===== config.mk =====
export PLATFORM = sky130hd
export DESIGN_NAME = ro_freq_meter_flat
export DESIGN_NICKNAME = d
export VERILOG_FILES = /design/src/rtl/ro_freq_meter_if.sv /design/src/rtl/ro_freq_meter.sv /design/src/flat_wrapper.sv
export SDC_FILE = /design/constraint.sdc
export NUM_CORES = 1
export LEC_CHECK = 0
export CAP_MARGIN = 20
export CELL_PAD_IN_SITES_DETAIL_PLACEMENT = 0
export CELL_PAD_IN_SITES_GLOBAL_PLACEMENT = 1
export CORE_UTILIZATION = 46
export CTS_BUF_LIST = sky130_fd_sc_hd__clkbuf_2
export CTS_CLUSTER_DIAMETER = 30
export DETAILED_ROUTE_END_ITERATION = 7
export GPL_TIMING_DRIVEN = 1
export PLACE_DENSITY_LB_ADDON = 0.2
export SLEW_MARGIN = 40
export SYNTH_ARGS = -nofsm -noshare
export SYNTH_HDL_FRONTEND = slang
export SYNTH_SLANG_ARGS = --single-unit

===== constraint.sdc =====
create_clock -name clk -period 4.2 [get_ports clk]
set_input_delay 0.42 -clock clk [delete_from_list [all_inputs] [get_ports clk]]
set_output_delay 0.42 -clock clk [all_outputs]
set_load 0.01 [all_outputs]

===== src/rtl/ro_freq_meter_if.sv =====
// Measurement request/result bundle between the ring-oscillator meter and the chip readout logic.
// start is a one-cycle request; valid is held until ack or a new start, and ack has effect only while valid=1.
interface ro_freq_meter_if #(
  parameter int CNT_W = 16
);
  logic             start;
  logic             ack;
  logic             busy;
  logic             valid;
  logic [CNT_W-1:0] count;
  logic             overflow;

  modport master (output start, ack, input busy, valid, count, overflow);
  modport slave  (input start, ack, output busy, valid, count, overflow);
endinterface


===== src/rtl/ro_freq_meter.sv =====
// Ring-oscillator frequency meter: synchronises osc_in and counts its rising edges
// over a GATE_CYCLES window of clk, then presents the count until acknowledged.
module ro_freq_meter #(
  parameter int GATE_CYCLES = 1000,
  parameter int CNT_W       = 16,
  parameter int SYNC_STAGES = 2
) (
  input  logic                  clk,
  input  logic                  rst,
  input  logic                  osc_in,
  ro_freq_meter_if.slave        bus,
  output logic [1:0]            dbg_state_o
);
  localparam int GW = $clog2(GATE_CYCLES + 1);
  localparam int FW = $clog2(SYNC_STAGES + 1);

  typedef enum logic [1:0] {IDLE, FLUSH, GATE, DONE} state_t;

  state_t                 state_q;
  logic [SYNC_STAGES-1:0] sync_q;
  logic                   prev_q;
  logic [GW-1:0]          gate_cnt_q;
  logic [FW-1:0]          flush_cnt_q;
  logic [CNT_W-1:0]       count_q;
  logic                   overflow_q;
  logic                   busy_q;
  logic                   valid_q;
  logic                   osc_edge;
  logic                   start_ok;

  always_ff @(posedge clk) begin
    if (rst) begin
      sync_q <= '0;
      prev_q <= 1'b0;
    end else begin
      sync_q <= {sync_q[SYNC_STAGES-2:0], osc_in};
      prev_q <= sync_q[SYNC_STAGES-1];
    end
  end

  assign osc_edge = sync_q[SYNC_STAGES-1] & ~prev_q;
  assign start_ok = bus.start && (state_q == IDLE || state_q == DONE);

  // FLUSH length equals the synchroniser depth, so edges already in flight at start are discarded.
  always_ff @(posedge clk) begin
    if (rst) begin
      state_q     <= IDLE;
      gate_cnt_q  <= '0;
      flush_cnt_q <= '0;
      count_q     <= '0;
      overflow_q  <= 1'b0;
      busy_q      <= 1'b0;
      valid_q     <= 1'b0;
    end else if (start_ok) begin
      state_q     <= FLUSH;
      flush_cnt_q <= FW'(SYNC_STAGES);
      count_q     <= '0;
      overflow_q  <= 1'b0;
      busy_q      <= 1'b1;
      valid_q     <= 1'b0;
    end else begin
      case (state_q)
        FLUSH: begin
          if (flush_cnt_q == FW'(1)) begin
            state_q    <= GATE;
            gate_cnt_q <= GW'(GATE_CYCLES);
          end else begin
            flush_cnt_q <= flush_cnt_q - FW'(1);
          end
        end
        GATE: begin
          if (osc_edge) begin
            if (count_q == {CNT_W{1'b1}}) overflow_q <= 1'b1;
            else                          count_q    <= count_q + CNT_W'(1);
          end
          if (gate_cnt_q == GW'(1)) begin
            state_q <= DONE;
            busy_q  <= 1'b0;
            valid_q <= 1'b1;
          end else begin
            gate_cnt_q <= gate_cnt_q - GW'(1);
          end
        end
        DONE: begin
          if (bus.ack) begin
            state_q <= IDLE;
            valid_q <= 1'b0;
          end
        end
        default: state_q <= IDLE;
      endcase
    end
  end

  assign bus.busy     = busy_q;
  assign bus.valid    = valid_q;
  assign bus.count    = count_q;
  assign bus.overflow = overflow_q;
  assign dbg_state_o  = state_q;
endmodule


===== src/flat_wrapper.sv =====
// flat-port wrapper written by rule: the top's interface ports become plain ports
module ro_freq_meter_flat 
#(
  parameter int GATE_CYCLES = 1000,
  parameter int CNT_W       = 16,
  parameter int SYNC_STAGES = 2
)
  (clk, rst, osc_in, dbg_state_o, bus_start, bus_ack, bus_busy, bus_valid, bus_count, bus_overflow);
  ro_freq_meter_if #(.CNT_W(CNT_W)) bus_i ();
  input  logic clk;
  input  logic rst;
  input  logic osc_in;
  output logic [1:0] dbg_state_o;
  input wire logic [$bits(bus_i.start)-1:0] bus_start;
  input wire logic [$bits(bus_i.ack)-1:0] bus_ack;
  output wire logic [$bits(bus_i.busy)-1:0] bus_busy;
  output wire logic [$bits(bus_i.valid)-1:0] bus_valid;
  output wire logic [$bits(bus_i.count)-1:0] bus_count;
  output wire logic [$bits(bus_i.overflow)-1:0] bus_overflow;
  assign bus_i.start = bus_start;
  assign bus_i.ack = bus_ack;
  assign bus_busy = bus_i.busy;
  assign bus_valid = bus_i.valid;
  assign bus_count = bus_i.count;
  assign bus_overflow = bus_i.overflow;
  ro_freq_meter #(.GATE_CYCLES(GATE_CYCLES), .CNT_W(CNT_W), .SYNC_STAGES(SYNC_STAGES)) u_core (.clk(clk), .rst(rst), .osc_in(osc_in), .bus(bus_i), .dbg_state_o(dbg_state_o));
endmodule

After elaboration in Yosys (flattened, before gate mapping)
Index checks and enable logic that the tools add are counted.
{"block": "word_totals", "input_bits": 5, "output_inout_bits": 21, "ff_bits": 36, "word_cells": 68}
{"block": "classes", "n_bitwise": 5, "mux": 17, "add_sub_neg": 3, "reduce_logical": 18, "eq_ne": 14}
{"operator": "$mux 10", "n": 2}
{"operator": "$pmux 10 s2", "n": 1}
{"operator": "$add 16x1->16 const B", "n": 1}
{"operator": "$eq 16x16->1 const B", "n": 1}
{"operator": "$reduce_and 3->1", "n": 5}
{"operator": "$mux 2", "n": 6}
{"operator": "$eq 10x1->1 const B", "n": 1}
{"operator": "$reduce_bool 2->1", "n": 5}
{"operator": "$sub 10x1->10 const B", "n": 1}
{"operator": "$mux 1", "n": 6}
{"operator": "$ne 2x1->1 const B", "n": 3}
{"operator": "$ne 3x1->1 const B", "n": 2}
{"operator": "$pmux 2 s3", "n": 1}
{"operator": "$reduce_and 2->1", "n": 3}
{"operator": "$eq 2x1->1 const B", "n": 2}
{"operator": "$eq 2x2->1 const B", "n": 2}
{"operator": "$ne 2x2->1 const B", "n": 2}
{"operator": "$not 1->1", "n": 4}
{"operator": "$reduce_and 4->1", "n": 1}
{"operator": "$ne 3x2->1 const B", "n": 1}
{"operator": "$logic_not 2->1", "n": 1}
{"operator": "$pmux 1 s2", "n": 1}
{"operator": "$reduce_or 2->1", "n": 1}
{"operator": "$sub 2x1->2 const B", "n": 1}
{"operator": "3 further kinds", "n": 3}

Longest topological paths before layout
Gate-level depths: netlist (run 1).
{"block": "logic_depth", "depth_word": 5, "depth_mapped": 8, "depth_no_buf": 6}

Worst setup path after synthesis (run 1)
Ideal clock, no wire load.
{"block": "synth_path", "path_kind": "register -> register", "start": "register u_core.state_q[0] (netlist: u_core.dbg_state_o[0])", "end": "register u_core.gate_cnt_q[7]", "n_path_buf": 0, "setup_slack_ns": 2.180, "setup_ns": 0.122, "stages_incl_launch_ff": 7, "arrival_time_ns": 1.898, "synth_period_minus_slack_ns": 2.020, "t_required_ns": 4.078, "path_cell_list": "dfxtp_1 -> inv_1 -> ha_1 -> nand2_1 -> nand4_1 -> or2_2 -> o311a_1"}
{"block": "synth_between", "elab_chain_cells": 5, "word_cells_on_any_way": 12, "classes_between": "eq/ne (5); mux (1); bitwise (1); reduce/logical (5)"}
{"element": "start, declared", "line_no": "ro_freq_meter.sv:19", "rtl": "state_t state_q;"}
{"element": "start signal, assigned", "line_no": "ro_freq_meter.sv:47", "rtl": "state_q <= IDLE;"}
{"element": "start signal, assigned", "line_no": "ro_freq_meter.sv:55", "rtl": "state_q <= FLUSH;"}
{"element": "start signal, assigned", "line_no": "ro_freq_meter.sv:65", "rtl": "state_q <= GATE;"}
{"element": "$eq 2x2->1 or $logic_not 2->1 (tied branches)", "line_no": "ro_freq_meter.sv:42", "rtl": "assign start_ok = bus.start && (state_q == IDLE || state_q == DONE);"}
{"element": "$logic_or 1x1->1", "line_no": "ro_freq_meter.sv:42"}
{"element": "$logic_and 1x1->1", "line_no": "ro_freq_meter.sv:42"}
{"element": "$not 1->1 (no source line)"}
{"element": "$reduce_and 4->1 (no source line)"}
{"element": "end signal, assigned", "line_no": "ro_freq_meter.sv:66", "rtl": "gate_cnt_q <= GW'(GATE_CYCLES);"}
{"element": "end signal, assigned", "line_no": "ro_freq_meter.sv:81", "rtl": "gate_cnt_q <= gate_cnt_q - GW'(1);"}
{"element": "end, declared", "line_no": "ro_freq_meter.sv:22", "rtl": "logic [GW-1:0] gate_cnt_q;"}
Parallel ways exist; a longest one is shown, timed or not.
A chain may end at the register's enable or synchronous reset.

Final worst setup path (run 1)
{"block": "layout_path", "start": "register u_core.state_q[1] (netlist: u_core.dbg_state_o[1])", "end": "register u_core.count_q[8] (netlist: u_core.bus.count[8])"}
{"block": "layout_between", "elab_chain_cells": 4, "word_cells_on_any_way": 7, "classes_between": "eq/ne (2); reduce/logical (5)"}
{"element": "$eq 2x2->1 or $logic_not 2->1 (tied branches)", "line_no": "ro_freq_meter.sv:42"}
{"element": "$logic_or 1x1->1", "line_no": "ro_freq_meter.sv:42"}
{"element": "$logic_and 1x1->1", "line_no": "ro_freq_meter.sv:42"}
{"element": "$reduce_or 2->1 (no source line)"}
{"element": "end signal, assigned", "line_no": "ro_freq_meter.sv:74", "rtl": "else count_q <= count_q + CNT_W'(1);"}
{"element": "end, declared", "line_no": "ro_freq_meter.sv:24", "rtl": "logic [CNT_W-1:0] count_q;"}
Parallel ways exist; a longest one is shown, timed or not.

==> out/qor.yml, run 1 <==
worst_setup_path:
  arrival_ns: 2.68
  worst_path_dominant_cell_family: "simple AND/OR/NAND/NOR gates"
  cp-end-kind: "register"
  number_of_cells_on_the_worst_reg_to_reg_path: 5
  worst_r2r_startpoint: "u_core.dbg_state_o[1]$_SDFFE_PP0P_"
  cp.buffers_inverters: 0
  worstPathCellList: "ha_1 -> nand3b_1 -> or3_1 -> or4_1 -> a21oi_1"
  slowest_stage: "sky130_fd_sc_hd__or3_1"
  worstSetupStartpointType: "register"
  ff2ff_setup_slack_ns: 1.86
  rr_endpoint: "u_core.bus.count[8]$_SDFFE_PP0P_"
  worst_ep_required_time_ns: 4.54
  crit_fanout: 11
  crit_path_max_incr_delay_ns: 0.58
  setup.worst_path.class: "reg -> reg"
logic_synthesis:
  synth_nets: 235
  synth_simple_gate_area_frac: 0.262
  synthArstFlopShare: 0
  seq_area_frac_synth: 0.372
  synth-edff-count: 0
  largest_family_of_logic_cells_by_synthesized_area: "simple AND/OR/NAND/NOR gates"
  synth-adder-area-share: 0.0517
  number_of_different_library_cells_in_the_post_synthesis_netlist: 53
  post_synth_xor_area_fraction: 0.00452
  syn-mean-instance-area_um2: 8.72
  synth-warning-count: 0
  synth-compound-area-share: 0.235
  postSynthCellCount: 222
  dominantRegCellSynth: "sky130_fd_sc_hd__dfxtp_1"
  yosys_register_bits: 36
  synth_area_um2: 1940
  synthMuxAreaShare: 0.0162
worst_hold_path:
  whs_endpoint: "u_core.sync_q[1]$_SDFF_PP0_"
  timing.hold.worst.class: "reg -> reg"
  hold_path.startpoint: "u_core.sync_q[0]$_SDFF_PP0_"
  hold_depth: 1
final_layout:
  nets: 258
  area_used_by_multi_input_combinational_logic_um2: 1100
  n_antenna_cell: 0
  most-common-layout-cells: "sky130_fd_sc_hd__dfxtp_1, sky130_fd_sc_hd__clkdlybuf4s50_1, sky130_fd_sc_hd__a21oi_1"
  layout.cells.most_common: "sky130_fd_sc_hd__dfxtp_1"
  seqCellArea_um2: 721
  ratio_of_cells_with_drive_above_1_in_the_final_layout: 0.0894
  final_core_util: 0.561
  flow.area_growth_from_synthesis_pct: 16.7
  fillerInstances: 381
timing:
  setup_viol: 0
  sum_of_negative_setup_slack_ns: 0
  slew_limit_fails: 0
  whs_ns: 0.457
  timing.clock.skew_ns: 0.0131
  worst_pin_slew_ns: 0.709
  fmax_mhz: 427
  finalWorstPathRequiredPeriod_ns: 2.34
  timing.max_slew.rel_slack: 0.527
  period_share: 0.557
  report.final.hold_viol_count: 0
  unrepaired_setup_endpoints_after_global_routing: "false"
power_and_ir_drop:
  pwr-share-clk: 0.213
  fin_total_pwr_mw: 1.05
  leakage_power_total_nw: 0.797
  power.density_cell_area_nw_per_um2: 463
  netSwitchingPower_mw: 0.394
  power_switching_share: 0.377
  vdd.ir_drop.worst_mv: 0.372
  internal_power_mw: 0.652
  sequentialPowerShare: 0.414
  combPwrFrac: 0.374
detailed_routing:
  post_drt_wl_per_cell_um: 14.0
  antenna_violating_nets_post_route: 0
  post_drt_via_cell_ratio: 5.84
  drcViolationCount: 0
  dr_total_vias: 1728
  first_iter_violations: 96
  drt_pass1_iterations: 4
  route.final.wire_length_mm: 4.15
floorplan:
  floorplan.core_area_um2: 4030
  initial_utilization: 0.480
  die_height_um: 66.9
  boundaryPins: 26
  die-area_um2: 4470
  fp.dieW_um: 66.9
  fp-row-count: 23
place:
  global_placer_s_final_weighted_congestion: 0.756
  dp_hpwl_mm: 2.95
  numPortBuffers: 25
global_route:
  grt_usage: 0.211
  grt_max_degree: 20
  grt_antenna_before_repair: 0
  globalRouteOverflowTotal: 0
  global_route_wire_length_before_repair_mm: 7.12
  grt_pass1_vias: 1585
clocking:
  cts_max_level: 2
  clk-insertion-delay-late_ns: 0.39
  total_cts_buffers: 5
  cts.hold.buffers_added: 0
  cts-root-buf: "sky130_fd_sc_hd__clkbuf_2"
  cts.sink_count: 36
  cts_repair_resize_count: 0
  clk_pin_slew_worst_paths_ns: 0.19
  cts_buffer_depth: 2
  cts_tree: "yes"
  post_cts_buffers: 0
outcome:
  run_status: "finished clean"
flow_run:
  max-cap-violations: 0
==> per-stage QoR <==
stage | std cells | cell area (µm²) | worst slack [ns]
3_5_place_dp | 288 | 2190 | 1.86
4_1_cts | 296 | 2260 | 1.87
5_1_grt | 296 | 2260 | 1.69
6_report | 296 | 2260 | 1.86
2_1_floorplan | 222 | 1940 | 2.18
3_3_place_gp | 288 | 2190 | 1.86
==> worst max-delay path by stage <==
stage,start,endpoint,slack (ns),cells past startpoint
floorplan,u_core.dbg_state_o[0]$_SDFFE_PP0P_,u_core.gate_cnt_q[7]$_SDFFE_PP0P_,2.18,6
global placement,bus_start,u_core.gate_cnt_q[7]$_SDFFE_PP0P_,1.86,5
detailed placement,bus_start,u_core.gate_cnt_q[7]$_SDFFE_PP0P_,1.86,5
CTS,u_core.dbg_state_o[1]$_SDFFE_PP0P_,u_core.bus.count[8]$_SDFFE_PP0P_,1.87,5
global route,u_core.dbg_state_o[0]$_SDFFE_PP0P_,u_core.bus.count[8]$_SDFFE_PP0P_,1.69,6
finish,u_core.dbg_state_o[1]$_SDFFE_PP0P_,u_core.bus.count[8]$_SDFFE_PP0P_,1.86,5
==> layout make-up <==
cell class                 count  area share
multi-input combinational    163       0.489
sequential                    36       0.319
timing repair buffer          26       0.114
tap                           50      0.0277
inverter                      13      0.0216
clock inverter                 2      0.0155
clock buffer                   6      0.0133
==> metal layers <==
layer | vias up | track usage | share of wire
met5 | - | 0 | 0
met4 | 0 | 0.0904 | 0.011
met3 | 5 | 0.0497 | 0.037
met2 | 32 | 0.357 | 0.48
met1 | 793 | 0.253 | 0.47
li1 | 898 | - | -
==> kinds of logic (layout without fill, tap and decap cells) <==
family,after synthesis,after routing
xor+xnor,1,1
flops,36,36
mux,3,3
fa+ha+maj,8,8
simple gates,84,84
buf+inv,23,47
compound gates,67,67
==> synth_stat cells (2+ instances only) <==
master,n,area [µm²]
sky130_fd_sc_hd__nor3_1,8,40.0
sky130_fd_sc_hd__or4_1,8,60.1
sky130_fd_sc_hd__or3_1,4,25.0
sky130_fd_sc_hd__nand4_1,6,37.5
sky130_fd_sc_hd__buf_4,3,22.5
sky130_fd_sc_hd__dfxtp_1,36,721
sky130_fd_sc_hd__a41o_1,4,40.0
sky130_fd_sc_hd__o21a_1,2,15.0
sky130_fd_sc_hd__nand3b_1,2,15.0
sky130_fd_sc_hd__clkbuf_1,3,11.3
sky130_fd_sc_hd__nor2_1,8,30.0
sky130_fd_sc_hd__ha_1,8,100
sky130_fd_sc_hd__o31ai_1,10,75.1
sky130_fd_sc_hd__mux2i_1,2,20.0
sky130_fd_sc_hd__nand2_1,14,52.6
sky130_fd_sc_hd__a31oi_1,9,56.3
sky130_fd_sc_hd__or4_2,2,17.5
sky130_fd_sc_hd__nor2b_1,7,43.8
sky130_fd_sc_hd__inv_1,13,48.8
sky130_fd_sc_hd__nand2b_1,2,12.5
sky130_fd_sc_hd__nand3_1,9,45.0
sky130_fd_sc_hd__a21oi_1,19,95.1
sky130_fd_sc_hd__o21ai_0,6,30.0
sky130_fd_sc_hd__clkbuf_2,2,10.0
sky130_fd_sc_hd__o41ai_1,3,26.3
sky130_fd_sc_hd__o311ai_0,4,35.0
sky130_fd_sc_hd__and3b_2,2,20.0
==> flip-flops by register name, indices dropped and copies added (netlist names) <==
register	cells
u_core.gate_cnt_q	10
u_core.flush_cnt_q	2
u_core.sync_q	2
u_core.bus.count	16
u_core.prev_q	1
u_core.bus.valid	1
u_core.bus.busy	1
u_core.dbg_state_o	2
u_core.bus.overflow	1
==> power by group through the flow <==
stage               clock, mW  combinational [mW]  sequential (mW)
floorplan                   0               0.294            0.436
global placement            0               0.382            0.440
detailed placement          0               0.390            0.440
CTS                     0.230               0.390            0.433
global route            0.244               0.448            0.442
finish                  0.222               0.391            0.433
Power figures use the tool's default switching activity.
==> inputs of run 2 (changes only) <==
--- a/config.mk
+++ b/config.mk
@@ -8,7 +8,7 @@
 export CAP_MARGIN = 20
 export CELL_PAD_IN_SITES_DETAIL_PLACEMENT = 0
 export CELL_PAD_IN_SITES_GLOBAL_PLACEMENT = 1
-export CORE_UTILIZATION = 46
+export CORE_UTILIZATION = 39
 export CTS_BUF_LIST = sky130_fd_sc_hd__clkbuf_2
 export CTS_CLUSTER_DIAMETER = 30
 export DETAILED_ROUTE_END_ITERATION = 7
==> constraint.sdc (replaced) <==
create_clock -name clk -period 1.9 [get_ports clk]
set_input_delay 0.19 -clock clk [delete_from_list [all_inputs] [get_ports clk]]
set_output_delay 0.19 -clock clk [all_outputs]
set_load 0.01 [all_outputs]
==> out/qor.yml, run 2 (synthesized netlist as in run 1, its figures left out) <==
outcome:
  run_status: "finished clean"
timing:
  report.final.hold_viol_count: 0
  sum_of_negative_setup_slack_ns: 0
  worst_pin_slew_ns: 0.478
  slew_limit_fails: 0
  unrepaired_setup_endpoints_after_global_routing: "true"
  finalWorstPathRequiredPeriod_ns: 1.85
  period_share: 0.975
  timing.max_slew.rel_slack: 0.678
  setup_viol: 0
  timing.clock.skew_ns: 0.00726
  fmax_mhz: 540
clocking:
  clk-insertion-delay-late_ns: 0.39
  cts.sink_count: 36
  cts_buffer_depth: 2
  cts_max_level: 2
  total_cts_buffers: 5
  cts.hold.buffers_added: 0
  cts_tree: "yes"
  clk_pin_slew_worst_paths_ns: 0.20
  cts-root-buf: "sky130_fd_sc_hd__clkbuf_2"
final_layout:
  layout.cells.most_common: "sky130_fd_sc_hd__dfxtp_1"
  n_antenna_cell: 0
  flow.area_growth_from_synthesis_pct: 30.8
  nets: 287
  final_core_util: 0.532
  most-common-layout-cells: "sky130_fd_sc_hd__dfxtp_1, sky130_fd_sc_hd__buf_4, sky130_fd_sc_hd__clkdlybuf4s50_1"
  largest_register_ffs: 16
  ratio_of_cells_with_drive_above_1_in_the_final_layout: 0.218
detailed_routing:
  wl_met2_mm: 2.28
  wl_met1_mm: 2.17
  post_drt_wl_per_cell_um: 13.7
  post_drt_via_cell_ratio: 5.58
  dr_total_vias: 1909
  antenna_violating_nets_post_route: 0
  top_layer_used: "met4"
  route.final.wire_length_mm: 4.70
  drcViolationCount: 0
  first_iter_violations: 65
  drt_pass1_iterations: 5
  route.met3.wl_um: 177
floorplan:
  die-area_um2: 5250
  fp.dieW_um: 72.5
  floorplan.core_area_um2: 4750
  die_height_um: 72.5
  boundaryPins: 26
  fp-row-count: 25
  initial_utilization: 0.407
global_route:
  grt_usage: 0.190
  global_route_wire_length_before_repair_mm: 7.75
  grt_max_degree: 20
  grt_antenna_before_repair: 0
  globalRouteOverflowTotal: 0
  grt_pass1_vias: 1706
worst_hold_path:
  timing.hold.worst.class: "in -> reg"
worst_setup_path:
  crit_path_max_incr_delay_ns: 0.53
  worstSetupStartpointType: "register"
  crit_fanout: 8
  arrival_ns: 2.18
  worst_ep_required_time_ns: 2.23
  setup.worst_path.class: "reg -> reg"
  worstPathCellList: "inv_2 -> ha_4 -> mux2_4 -> nand4_1 -> or4_1 -> a31oi_1"
  cp-end-kind: "register"
  slowest_stage: "sky130_fd_sc_hd__or4_1"
power_and_ir_drop:
  leakage_power_total_nw: 0.932
  power.density_cell_area_nw_per_um2: 970
  vdd.ir_drop.worst_mv: 0.592
place:
  dp_hpwl_mm: 3.41
  global_placer_s_final_weighted_congestion: 0.804
  numPortBuffers: 25
flow_run:
  max-cap-violations: 0
## run 2: changes by cell type in the layout (fill, tap and decap cells not counted), moves of 2 or more
cell	change
sky130_fd_sc_hd__inv_1	-2
sky130_fd_sc_hd__dfxtp_1	-2
sky130_fd_sc_hd__ha_1	-3
sky130_fd_sc_hd__ha_4	+2
sky130_fd_sc_hd__dfxtp_4	+2
sky130_fd_sc_hd__buf_4	+28
## run 2: worst max-delay path: cells and delay by family (launching register included)
kind	cells	cell delay [ns]
AOI/OAI and AO/OA	1	0.19
adders and majority gates	1	0.17
buffers and inverters	1	0.05
DFF	1	0.42
muxes	1	0.20
and+or+nand+nor	2	0.77
## run 2: path summary, 6_finish.rpt
| path | start | endpoint | slack (ns) | depth (start not counted) |
|---|---|---|---|---|
| worst max-delay path | u_core.dbg_state_o[1]$_SDFFE_PP0P_ | u_core.gate_cnt_q[3]$_SDFFE_PP0P_ | 0.05 | 6 |
| worst min-delay path | osc_in | u_core.sync_q[0]$_SDFF_PP0_ | 0.32 | 2 |
| worst max register to register | u_core.dbg_state_o[1]$_SDFFE_PP0P_ | u_core.gate_cnt_q[3]$_SDFFE_PP0P_ | 0.05 | 6 |
| worst min register to register | u_core.sync_q[0]$_SDFF_PP0_ | u_core.sync_q[1]$_SDFF_PP0_ | 0.46 | 1 |
## run 2: final cells by class
| cell class | instances | area (µm²) |
|---|---|---|
| multi-input combinational | 163 | 1150 |
| timing repair buffer | 55 | 479 |
| tap | 67 | 83.8 |
| inverter | 13 | 51.3 |
| fill | 482 | 2220 |
| clock buffer | 5 | 25.0 |
| sequential | 36 | 728 |
| clock inverter | 3 | 13.8 |
## run 2: routing by layer
layer  track usage  vias up
met2         0.332       34
li1              -      956
met1         0.230      913
met3        0.0444        6
met4        0.0588        0
met5             0        -
## run 2: through the flow
stage | setup slack [ns] | cell area, µm² | power [mW] | instances | hold WS (ns)
after floorplan | 0.00623 | 1940 | 1.63 | 222 | 0.318
after global placement | 0.0668 | 2420 | 2.00 | 332 | 0.417
after global routing | -0.0568 | 2530 | 2.63 | 342 | 0.306
after CTS | 0.00419 | 2470 | 2.38 | 340 | 0.299
after detailed placement | 0.0217 | 2420 | 2.01 | 332 | 0.425
final | 0.0468 | 2530 | 2.45 | 342 | 0.321
## run 2: what timing repair did
| item | CTS | global route |
|---|---|---|
| resized for setup | 2 | 11 |
| pin swaps | 0 | 6 |
| gates cloned | 0 | 0 |
| buffers inserted | 0 | 2 |
| endpoints found under the setup margin | 2 | 11 |
## run 2: power breakdown
part	switching, mW	internal, mW	leakage (nW)
clock network	0.278	0.0827	0.0302
registers	0.105	0.870	0.293
logic	0.573	0.545	0.608
==> inputs of run 3 (changes only) <==
--- a/config.mk
+++ b/config.mk
@@ -11,7 +11,9 @@
 export CORE_UTILIZATION = 39
 export CTS_BUF_LIST = sky130_fd_sc_hd__clkbuf_2
 export CTS_CLUSTER_DIAMETER = 30
+export CTS_CLUSTER_SIZE = 28
 export DETAILED_ROUTE_END_ITERATION = 7
+export GPL_ROUTABILITY_DRIVEN = 0
 export GPL_TIMING_DRIVEN = 1
 export PLACE_DENSITY_LB_ADDON = 0.2
 export SLEW_MARGIN = 40
==> results of run 3 <==
No change in the layout: final DEF, timing and power equal those of run 2.
